==> config.mk <==
export PLATFORM = sky130hd
export DESIGN_NAME = exception_controller
export DESIGN_NICKNAME = d
export VERILOG_FILES = /design/src/rtl/exc_pkg.sv /design/src/rtl/exc_priority_encoder.sv /design/src/rtl/exception_controller.sv
export SDC_FILE = /design/constraint.sdc
export NUM_CORES = 1
export LEC_CHECK = 0
export BUFFER_PORTS_ARGS = -buffer_cell sky130_fd_sc_hd__clkbuf_2
export CAP_MARGIN = 10
export CORE_MARGIN = 1.5
export CORE_UTILIZATION = 41
export CTS_BUF_LIST = sky130_fd_sc_hd__clkbuf_4 sky130_fd_sc_hd__clkbuf_8
export DETAILED_ROUTE_END_ITERATION = 8
export PLACE_DENSITY = 0.81
export RECOVER_POWER = 100
export SYNTH_ARGS = -nofsm -noshare
export SYNTH_HDL_FRONTEND = slang
export SYNTH_SLANG_ARGS = --single-unit
export TNS_END_PERCENT = 30
==> constraint.sdc <==
create_clock -name clock -period 1.5 [get_ports clock]
set_clock_uncertainty 0.05 [all_clocks]
set_input_delay 0.075 -clock clock [delete_from_list [all_inputs] [get_ports clock]]
set_output_delay 0.075 -clock clock [all_outputs]
set_load 0.05 [all_outputs]
==> src/rtl/exc_pkg.sv <==
// Shared types and constants for the coprocessor exception controller.
package exc_pkg;

   typedef enum logic [2:0] {
      USER,
      TAKE,
      KERNEL,
      RETURN,
      HALT
   } state_t;

   localparam logic [1:0] CAUSE_NONE = 2'd0;
   localparam logic [1:0] CAUSE_OVF  = 2'd1;
   localparam logic [1:0] CAUSE_IO   = 2'd2;
   localparam logic [1:0] CAUSE_DBL  = 2'd3;

   localparam logic [15:0] DEFAULT_HANDLER_ADDR = 16'h0100;

endpackage

==> src/rtl/exc_priority_encoder.sv <==
// Combinational choice of exception cause and return address for a committing instruction.
module exc_priority_encoder
   import exc_pkg::*;
#(
   parameter int WIDTH   = 16,
   parameter int PC_STEP = 2
) (
   input  logic             i_overflow,
   input  logic             i_io_request,
   input  logic             i_interrupts_enabled,
   input  logic [WIDTH-1:0] i_pc_current,
   output logic             o_take,
   output logic [1:0]       o_cause,
   output logic [WIDTH-1:0] o_epc
);

   logic w_io;

   assign w_io   = i_io_request & i_interrupts_enabled;
   assign o_take = i_overflow | w_io;

   // Overflow re-executes the faulting instruction; an interrupt resumes after it.
   assign o_cause = i_overflow ? CAUSE_OVF : (w_io ? CAUSE_IO : CAUSE_NONE);
   assign o_epc   = i_overflow ? i_pc_current : i_pc_current + WIDTH'(PC_STEP);

endmodule

==> src/rtl/exception_controller.sv <==
// Exception entry/return sequencer: latches cause/EPC, strobes the coprocessor
// register bank, redirects the PC and tracks user/kernel mode.
module exception_controller
   import exc_pkg::*;
#(
   parameter int               WIDTH        = 16,
   parameter logic [WIDTH-1:0] HANDLER_ADDR = WIDTH'(DEFAULT_HANDLER_ADDR),
   parameter int               PC_STEP      = 2
) (
   input  logic             clock,
   input  logic             reset,
   input  logic             overflow,
   input  logic             io_request,
   input  logic             interrupts_enabled,
   input  logic             instr_commit,
   input  logic             ret_exc,
   input  logic [WIDTH-1:0] pc_current,
   output logic [WIDTH-1:0] epc_in,
   output logic             epc_write,
   output logic [1:0]       cause_in,
   output logic             cause_write,
   output logic             mback_write,
   output logic             sback_write,
   output logic             restore,
   output logic             pc_redirect,
   output logic [WIDTH-1:0] pc_target,
   output logic             io_ack,
   output logic             mode,
   output logic             halted
);

   state_t           r_state, w_next_state;
   logic [1:0]       r_cause, w_next_cause;
   logic [WIDTH-1:0] r_epc, w_next_epc;
   logic [WIDTH-1:0] r_target, w_next_target;
   logic             r_epc_write, w_next_epc_write;
   logic             r_cause_write, w_next_cause_write;
   logic             r_bank_write, w_next_bank_write;
   logic             r_restore, w_next_restore;
   logic             r_redirect, w_next_redirect;
   logic             r_io_ack, w_next_io_ack;
   logic             r_halted, w_next_halted;

   logic             w_take;
   logic [1:0]       w_pick_cause;
   logic [WIDTH-1:0] w_pick_epc;

   exc_priority_encoder #(
      .WIDTH   (WIDTH),
      .PC_STEP (PC_STEP)
   ) u_priority (
      .i_overflow           (overflow),
      .i_io_request         (io_request),
      .i_interrupts_enabled (interrupts_enabled),
      .i_pc_current         (pc_current),
      .o_take               (w_take),
      .o_cause              (w_pick_cause),
      .o_epc                (w_pick_epc)
   );

   // Outputs are computed for the next state and registered, so every strobe
   // appears in the cycle the FSM occupies the corresponding state.
   always_comb begin
      // NOTE: every signal gets a default first so no path through the case infers a latch.
      w_next_state       = r_state;
      w_next_cause       = r_cause;
      w_next_epc         = r_epc;
      w_next_target      = r_target;
      w_next_epc_write   = 1'b0;
      w_next_cause_write = 1'b0;
      w_next_bank_write  = 1'b0;
      w_next_restore     = 1'b0;
      w_next_redirect    = 1'b0;
      w_next_io_ack      = 1'b0;
      w_next_halted      = 1'b0;

      unique case (r_state)
         USER: begin
            if (instr_commit && w_take) begin
               w_next_state       = TAKE;
               w_next_cause       = w_pick_cause;
               w_next_epc         = w_pick_epc;
               w_next_target      = HANDLER_ADDR;
               w_next_epc_write   = 1'b1;
               w_next_cause_write = 1'b1;
               w_next_bank_write  = 1'b1;
               w_next_redirect    = 1'b1;
               w_next_io_ack      = (w_pick_cause == CAUSE_IO);
            end
         end
         TAKE: w_next_state = KERNEL;
         KERNEL: begin
            if (instr_commit && overflow) begin
               w_next_state       = HALT;
               w_next_cause       = CAUSE_DBL;
               w_next_cause_write = 1'b1;
               w_next_halted      = 1'b1;
            end else if (instr_commit && ret_exc) begin
               w_next_state    = RETURN;
               w_next_target   = r_epc;
               w_next_restore  = 1'b1;
               w_next_redirect = 1'b1;
            end
         end
         RETURN: w_next_state = USER;
         HALT: w_next_halted = 1'b1;
         default: w_next_state = USER;
      endcase
   end

   always_ff @(posedge clock) begin
      // NOTE: non-blocking assignments keep every register sampling pre-edge values.
      if (reset) begin
         r_state       <= USER;
         r_cause       <= CAUSE_NONE;
         r_epc         <= '0;
         r_target      <= '0;
         r_epc_write   <= 1'b0;
         r_cause_write <= 1'b0;
         r_bank_write  <= 1'b0;
         r_restore     <= 1'b0;
         r_redirect    <= 1'b0;
         r_io_ack      <= 1'b0;
         r_halted      <= 1'b0;
      end else begin
         r_state       <= w_next_state;
         r_cause       <= w_next_cause;
         r_epc         <= w_next_epc;
         r_target      <= w_next_target;
         r_epc_write   <= w_next_epc_write;
         r_cause_write <= w_next_cause_write;
         r_bank_write  <= w_next_bank_write;
         r_restore     <= w_next_restore;
         r_redirect    <= w_next_redirect;
         r_io_ack      <= w_next_io_ack;
         r_halted      <= w_next_halted;
      end
   end

   assign epc_in      = r_epc;
   assign epc_write   = r_epc_write;
   assign cause_in    = r_cause;
   assign cause_write = r_cause_write;
   assign mback_write = r_bank_write;
   assign sback_write = r_bank_write;
   assign restore     = r_restore;
   assign pc_redirect = r_redirect;
   assign pc_target   = r_target;
   assign io_ack      = r_io_ack;
   assign halted      = r_halted;
   assign mode        = (r_state != USER);

endmodule

Word level (Yosys, flattened, before mapping)
Cells that the tools add are included.

word-level totals
  input port bits = 23
  bits in registers = 43
  memories = 0
  memory bits (writable) = 0
  bits in latches = 0
  bits in read-only memories = 0
  output and inout bits = 43
  word-level logic and storage cells = 60

operators by class
  multiply operators = 0
  bitwise operators = 6
  reduce and logical (&&, ||, !) cells = 13
  $lt $le $gt $ge = 0
  shift-type cells = 0
  equality and inequality tests = 9
  divide/modulo/power cells = 0
  add/sub/neg operators = 1
  mux-type cells = 21

operator list
  kind                                                  number
  2-to-1 mux 16 bit                                     4
  one-hot mux 16 bit (2 select lines)                   1
  adder 16 x 2 -> 16 bit (second input constant)        1
  one-hot mux 3 bit (4 select lines)                    1
  2-to-1 mux 3 bit                                      3
  2-to-1 mux 2 bit                                      4
  inequality test 2 bit (second input constant)         4
  one-hot mux 1 bit (2 select lines)                    3
  AND reduction 3 bit                                   2
  2-to-1 mux 1 bit                                      4
  inverter 1 bit                                        4
  one-hot mux 2 bit (2 select lines)                    1
  AND reduction 4 bit                                   1
  OR reduction 2 bit                                    2
  equality test 3 x 1 -> 1 bit (second input constant)  1
  equality test 3 x 2 -> 1 bit (second input constant)  1
  equality test 3 bit (second input constant)           1
  logical AND 1 bit                                     3
  zero test 3 bit                                       1
  inequality test 3 bit (second input constant)         1
  nonzero test 3 bit                                    1
  OR reduction 3 bit                                    1
  equality test 2 bit (second input constant)           1
  AND reduction 2 bit                                   1
  other kinds (3)                                       3

Depth between registers and ports, before layout
  depth after elaboration = 5
  mapped depth = 7

Cells and area by module
Synthesis repeated with hierarchy kept, for this count alone.

unflattened totals
  cells, all modules = 238
  area total of the unflattened synthesis = 2,222.1 µm²

by module, submodules not included
  module                seq. area each (µm²)  instances  area an instance (µm²)  cells each
  exception_controller  860.8                 1          1,869.3                 192
  exc_priority_encoder  0.0                   1          352.8                   46

Least setup slack after synthesis
No wires, ideal clock.

  path kind = reg2reg
  from = register r_state[0]
  to = register r_target[10], in the netlist pc_target[10]
  path buffers = 2
  cell stages (with the launch flop) = 7
  arrival = 1.329 ns
  setup slack = 0.052 ns
  path through = dfxtp_1 buf_2 or3b_1 nor2_2 buf_4 nand3_1 o21ai_1

on the way
  word-level cells in the longest chain between the ends = 3
  elaborated cells between the ends (all ways) = 8
  classes of those cells = eq/ne: 4; mux: 1; reduce/logical: 3

ends and longest elaborated chain
  element                                                                RTL line                     text
  start, declared                                                        exception_controller.sv:32   state_t r_state, w_next_state;
  start signal, assigned                                                 exception_controller.sv:126  r_state <= w_next_state;
  equality test 3 x 2 -> 1 bit or zero test 3 bit (tied branches)        exception_controller.sv:77   unique case (r_state)
  inequality test 2 bit (no line) or nonzero test 2 bit (tied branches)  n/a
  AND reduction 4 bit (no line)                                          n/a
  end signal, assigned                                                   exception_controller.sv:129  r_target <= w_next_target;
  end, declared                                                          exception_controller.sv:35   logic [WIDTH-1:0] r_target, w_next_target;

Parallel ways exist; a longest one is shown, timed or not.
A chain may end at the register's enable or synchronous reset.

Worst setup path after layout
  from = register r_state[1]
  to = register r_epc[6], in the netlist epc_in[6]

on the way
  word-level cells in the longest chain between the ends = 2

ends and longest elaborated chain
  element                        RTL line                     text
  zero test 3 bit                exception_controller.sv:77
  AND reduction 2 bit (no line)  n/a
  end signal, assigned           exception_controller.sv:128  r_epc <= w_next_epc;
  end, declared                  exception_controller.sv:34   logic [WIDTH-1:0] r_epc, w_next_epc;

Every way passes these cells.

==> impl_metrics.tcl <==
set metrics [dict create \
    synth_largest_area_cell "dfxtp_1" \
    cts_root_buffer "clkbuf_8" \
    synthTopCellsByArea "dfxtp_1 44%, nand3_1 5.4%, xnor2_1 5.4%, nand2b_1 4.8%, nor2_1 3.8%" \
    first_pass_iters 4 \
    place_area_sq_mm 0.00236 \
    hold_end "cause_in[1]" \
    ios 66 \
    rows 25 \
    grt_pass1_wl_mm 7.04 \
    ys_types 39 \
    cts_max_path_buffers 2 \
    r2r-start "r_state[1]" \
    reg2reg_to "epc_in[6]" \
    dp.cells 327 \
    synth-seq-cells 43 \
    grt_usage_pct 17.2 \
    arrival_ns 1.62 \
    syn_nets 240 \
    wl_per_cell_microns 13.9 \
    hold_path_class "in -> reg" \
    ys_async_sr_fraction_pct 0 \
    period_share_pct 97.3 \
    clock_sinks 43 \
    dr_total_vias 1754 \
    cp_max_fo 15 \
    syn2layout_area_growth_pct 26.6 \
    whs_path_depth 2 \
    maxCapViolations 0 \
    cts_max_level 2 \
    r2r.worst_path.cells 5 \
    ant_nets 0 \
    seq_area_frac_synth_pct 43.8 \
    worstMarginPinSlew_ns 0.636 \
    synth_top_cell_area_share_pct 43.8 \
    wl_mm 4.71 \
    ys.flop_type "dfxtp_1" \
    grt_max_degree 34 \
    crit_type "reg -> reg" \
    cts_tree "done" \
    cp_slowest_cell "dfxtp_2" \
    grt-ovfl-total 0 \
    layout-drive-gt1-share_pct 22.5 \
    path_cells "nor3_2 > and3_2 > buf_12 > nor2_1 > a211oi_1" \
    synth_warnings 0 \
    numPortBuffers 65 \
    via_per_inst 5.17 \
    synthesis.area_sq_mm 0.00196 \
    num-nets-final 308 \
    drc 0 \
    min_from "instr_commit" \
    drtIter0Drc 63 \
    instances_no_fill 339 \
    crit_required_ns 1.66 \
    place_hpwl_mm 3.34 \
    fmax_mhz 685 \
    netlist_instances 216 \
    die_w_microns 72.2 \
    path_clk_slew_ns 0.08 \
    powerDensity_mw_per_mm2 1070 \
    die_h_microns 72.2 \
    synth-edff-count 0 \
    post-route-min-period_ns 1.46 \
    dieArea_sq_mm 0.00522 \
    antenna_found_initial 0 \
    place_congestion 0.772 \
    design_area_sq_mm 0.00249 \
    diodes 0 \
    fillers 462 \
    numCtsBuffers 5 \
    cp-start-kind "flip-flop" \
    status "finished clean" \
    setup_viol 0 \
    slew_headroom_pct 57.8 \
    clock_latency_ns 0.29 \
    p_leak_nw 0.892 \
    coreArea_sq_mm 0.00466 \
    syn_area_per_cell_sq_um 9.09 \
    cp-end-kind "flip-flop" \
    start_util_pct 42.1 \
    slew_viol_final 0 \
    grt_pass1_vias 1517 \
    reg2reg_slack_ns 0.04 \
    ir_worst_vdd_mv 0.379 \
    finalHoldViolations 0 \
    post_cts_buffers 0 \
    slowest_delay_ns 0.35 \
]
[repair_timing]
item / in CTS / in global routing
resized for setup: 0 / 7
hold buffers: 3 / 0
hold endpoints to repair: 2 / 0
setup endpoints to repair: 0 / 23
[metrics by stage]
stage          setup TNS (ns)  power [mW]  hold slack [ns]  setup slack (ns)  util (%)
2_1_floorplan               0        1.70            0.150            0.0522         -
3_3_place_gp                0        1.86            0.274            0.0991      50.7
3_5_place_dp                0        1.87            0.274            0.0331      50.7
4_1_cts                     0        2.67           0.0633           0.00809      53.5
5_1_grt               -0.0440        2.76            0.105           -0.0249      53.4
6_report                    0        2.67           0.0735            0.0406      53.4
[critical path: cells and delay by family, from the launching register on]
| kind | cells | cell delay, ns |
|---|---|---|
| buffers and inverters | 1 | 0.15 |
| DFF | 1 | 0.35 |
| and+or+nand+nor | 3 | 0.60 |
| AOI/OAI and AO/OA | 1 | 0.21 |
[routing by layer]
| metal | global-route usage [%] | share of wire [%] |
|---|---|---|
| met5 | 0 | 0 |
| met4 | 7.97 | 2.0 |
| met3 | 4.03 | 4.4 |
| met2 | 26.7 | 46 |
| met1 | 22.6 | 47 |
[synthesized netlist by cell type, types with 2 or more instances]
master,number
a211oi_1,9
a211oi_2,5
a21oi_1,5
buf_2,5
buf_4,5
clkbuf_1,6
dfxtp_1,43
inv_1,4
nand2_1,9
nand2b_1,15
nand3_1,21
nor2_1,20
nor2b_1,4
nor3_1,10
nor4_1,2
nor4_2,4
o21ai_1,15
xnor2_1,12
xor2_1,2
[worst max-delay path by stage]
stage                          start       endpoint  cells past startpoint  slack, ns
after floorplan           r_state[0]  pc_target[10]                      6       0.05
after global placement    r_state[1]   pc_target[6]                      5        0.1
after detailed placement  r_state[2]      epc_in[3]                      5       0.03
after CTS                 r_state[2]      epc_in[8]                      5      0.008
after global routing      r_state[1]      epc_in[6]                      5      -0.02
final                     r_state[1]      epc_in[6]                      5       0.04
[area by class of cell]
class / instances / area, sq um / share of cell area, %
Multi-Input combinational cell: 152 / 1020 / 40.8
Clock inverter: 1 / 7.51 / 0.302
Sequential cell: 43 / 865 / 34.8
Inverter: 4 / 15.0 / 0.604
Timing Repair Buffer: 78 / 420 / 16.9
Tap cell: 54 / 67.6 / 2.72
Clock buffer: 7 / 96.3 / 3.87
[power breakdown]
part           internal [mW]  leakage (nW)  switching (mW)
clock network          0.419        0.0505           0.386
logic                  0.186         0.490           0.432
registers               1.20         0.352          0.0483
[layout by cell type, fill, tap and decap left out, drive strengths merged]
master,Yosys,routed
nor3b,1,1
a2111oi,1,1
nand3b,1,1
buf,11,9
dlygate4sd3,0,3
nand3,21,21
or3b,1,1
a311oi,1,1
nand4b,1,1
a31o,1,1
nor3,11,11
a32oi,1,1
nor2,21,21
a211o,1,1
a21o,1,1
clkbuf,6,73
dfxtp,43,43
o2111a,1,1
a21oi,5,5
clkinvlp,0,1
nand4,2,2
o21ai,15,15
inv,4,4
nor4,6,6
xnor2,12,12
a211oi,14,14
xor2,2,2
and3,1,1
nand2,10,10
nor2b,4,4
ha,1,1
nand2b,15,15
mux2i,1,1
[registers in the layout (all words and copies together) (netlist names), 2 cells and up]
| name | count |
|---|---|
| epc_in | 16 |
| r_state | 3 |
| pc_target | 16 |
| cause_in | 2 |
[logic make-up after synthesis]
group | synth area share (%)
adder cells (fa/ha/maj) | 0.637
flip-flops | 43.8
AO/OA/AOI/OAI | 14.9
AND/OR/NAND/NOR | 28.6
multiplexers | 0.510
buffers and inverters | 5.29
XOR/XNOR | 6.24
Note: power is estimated with default switching activity, not from simulation.
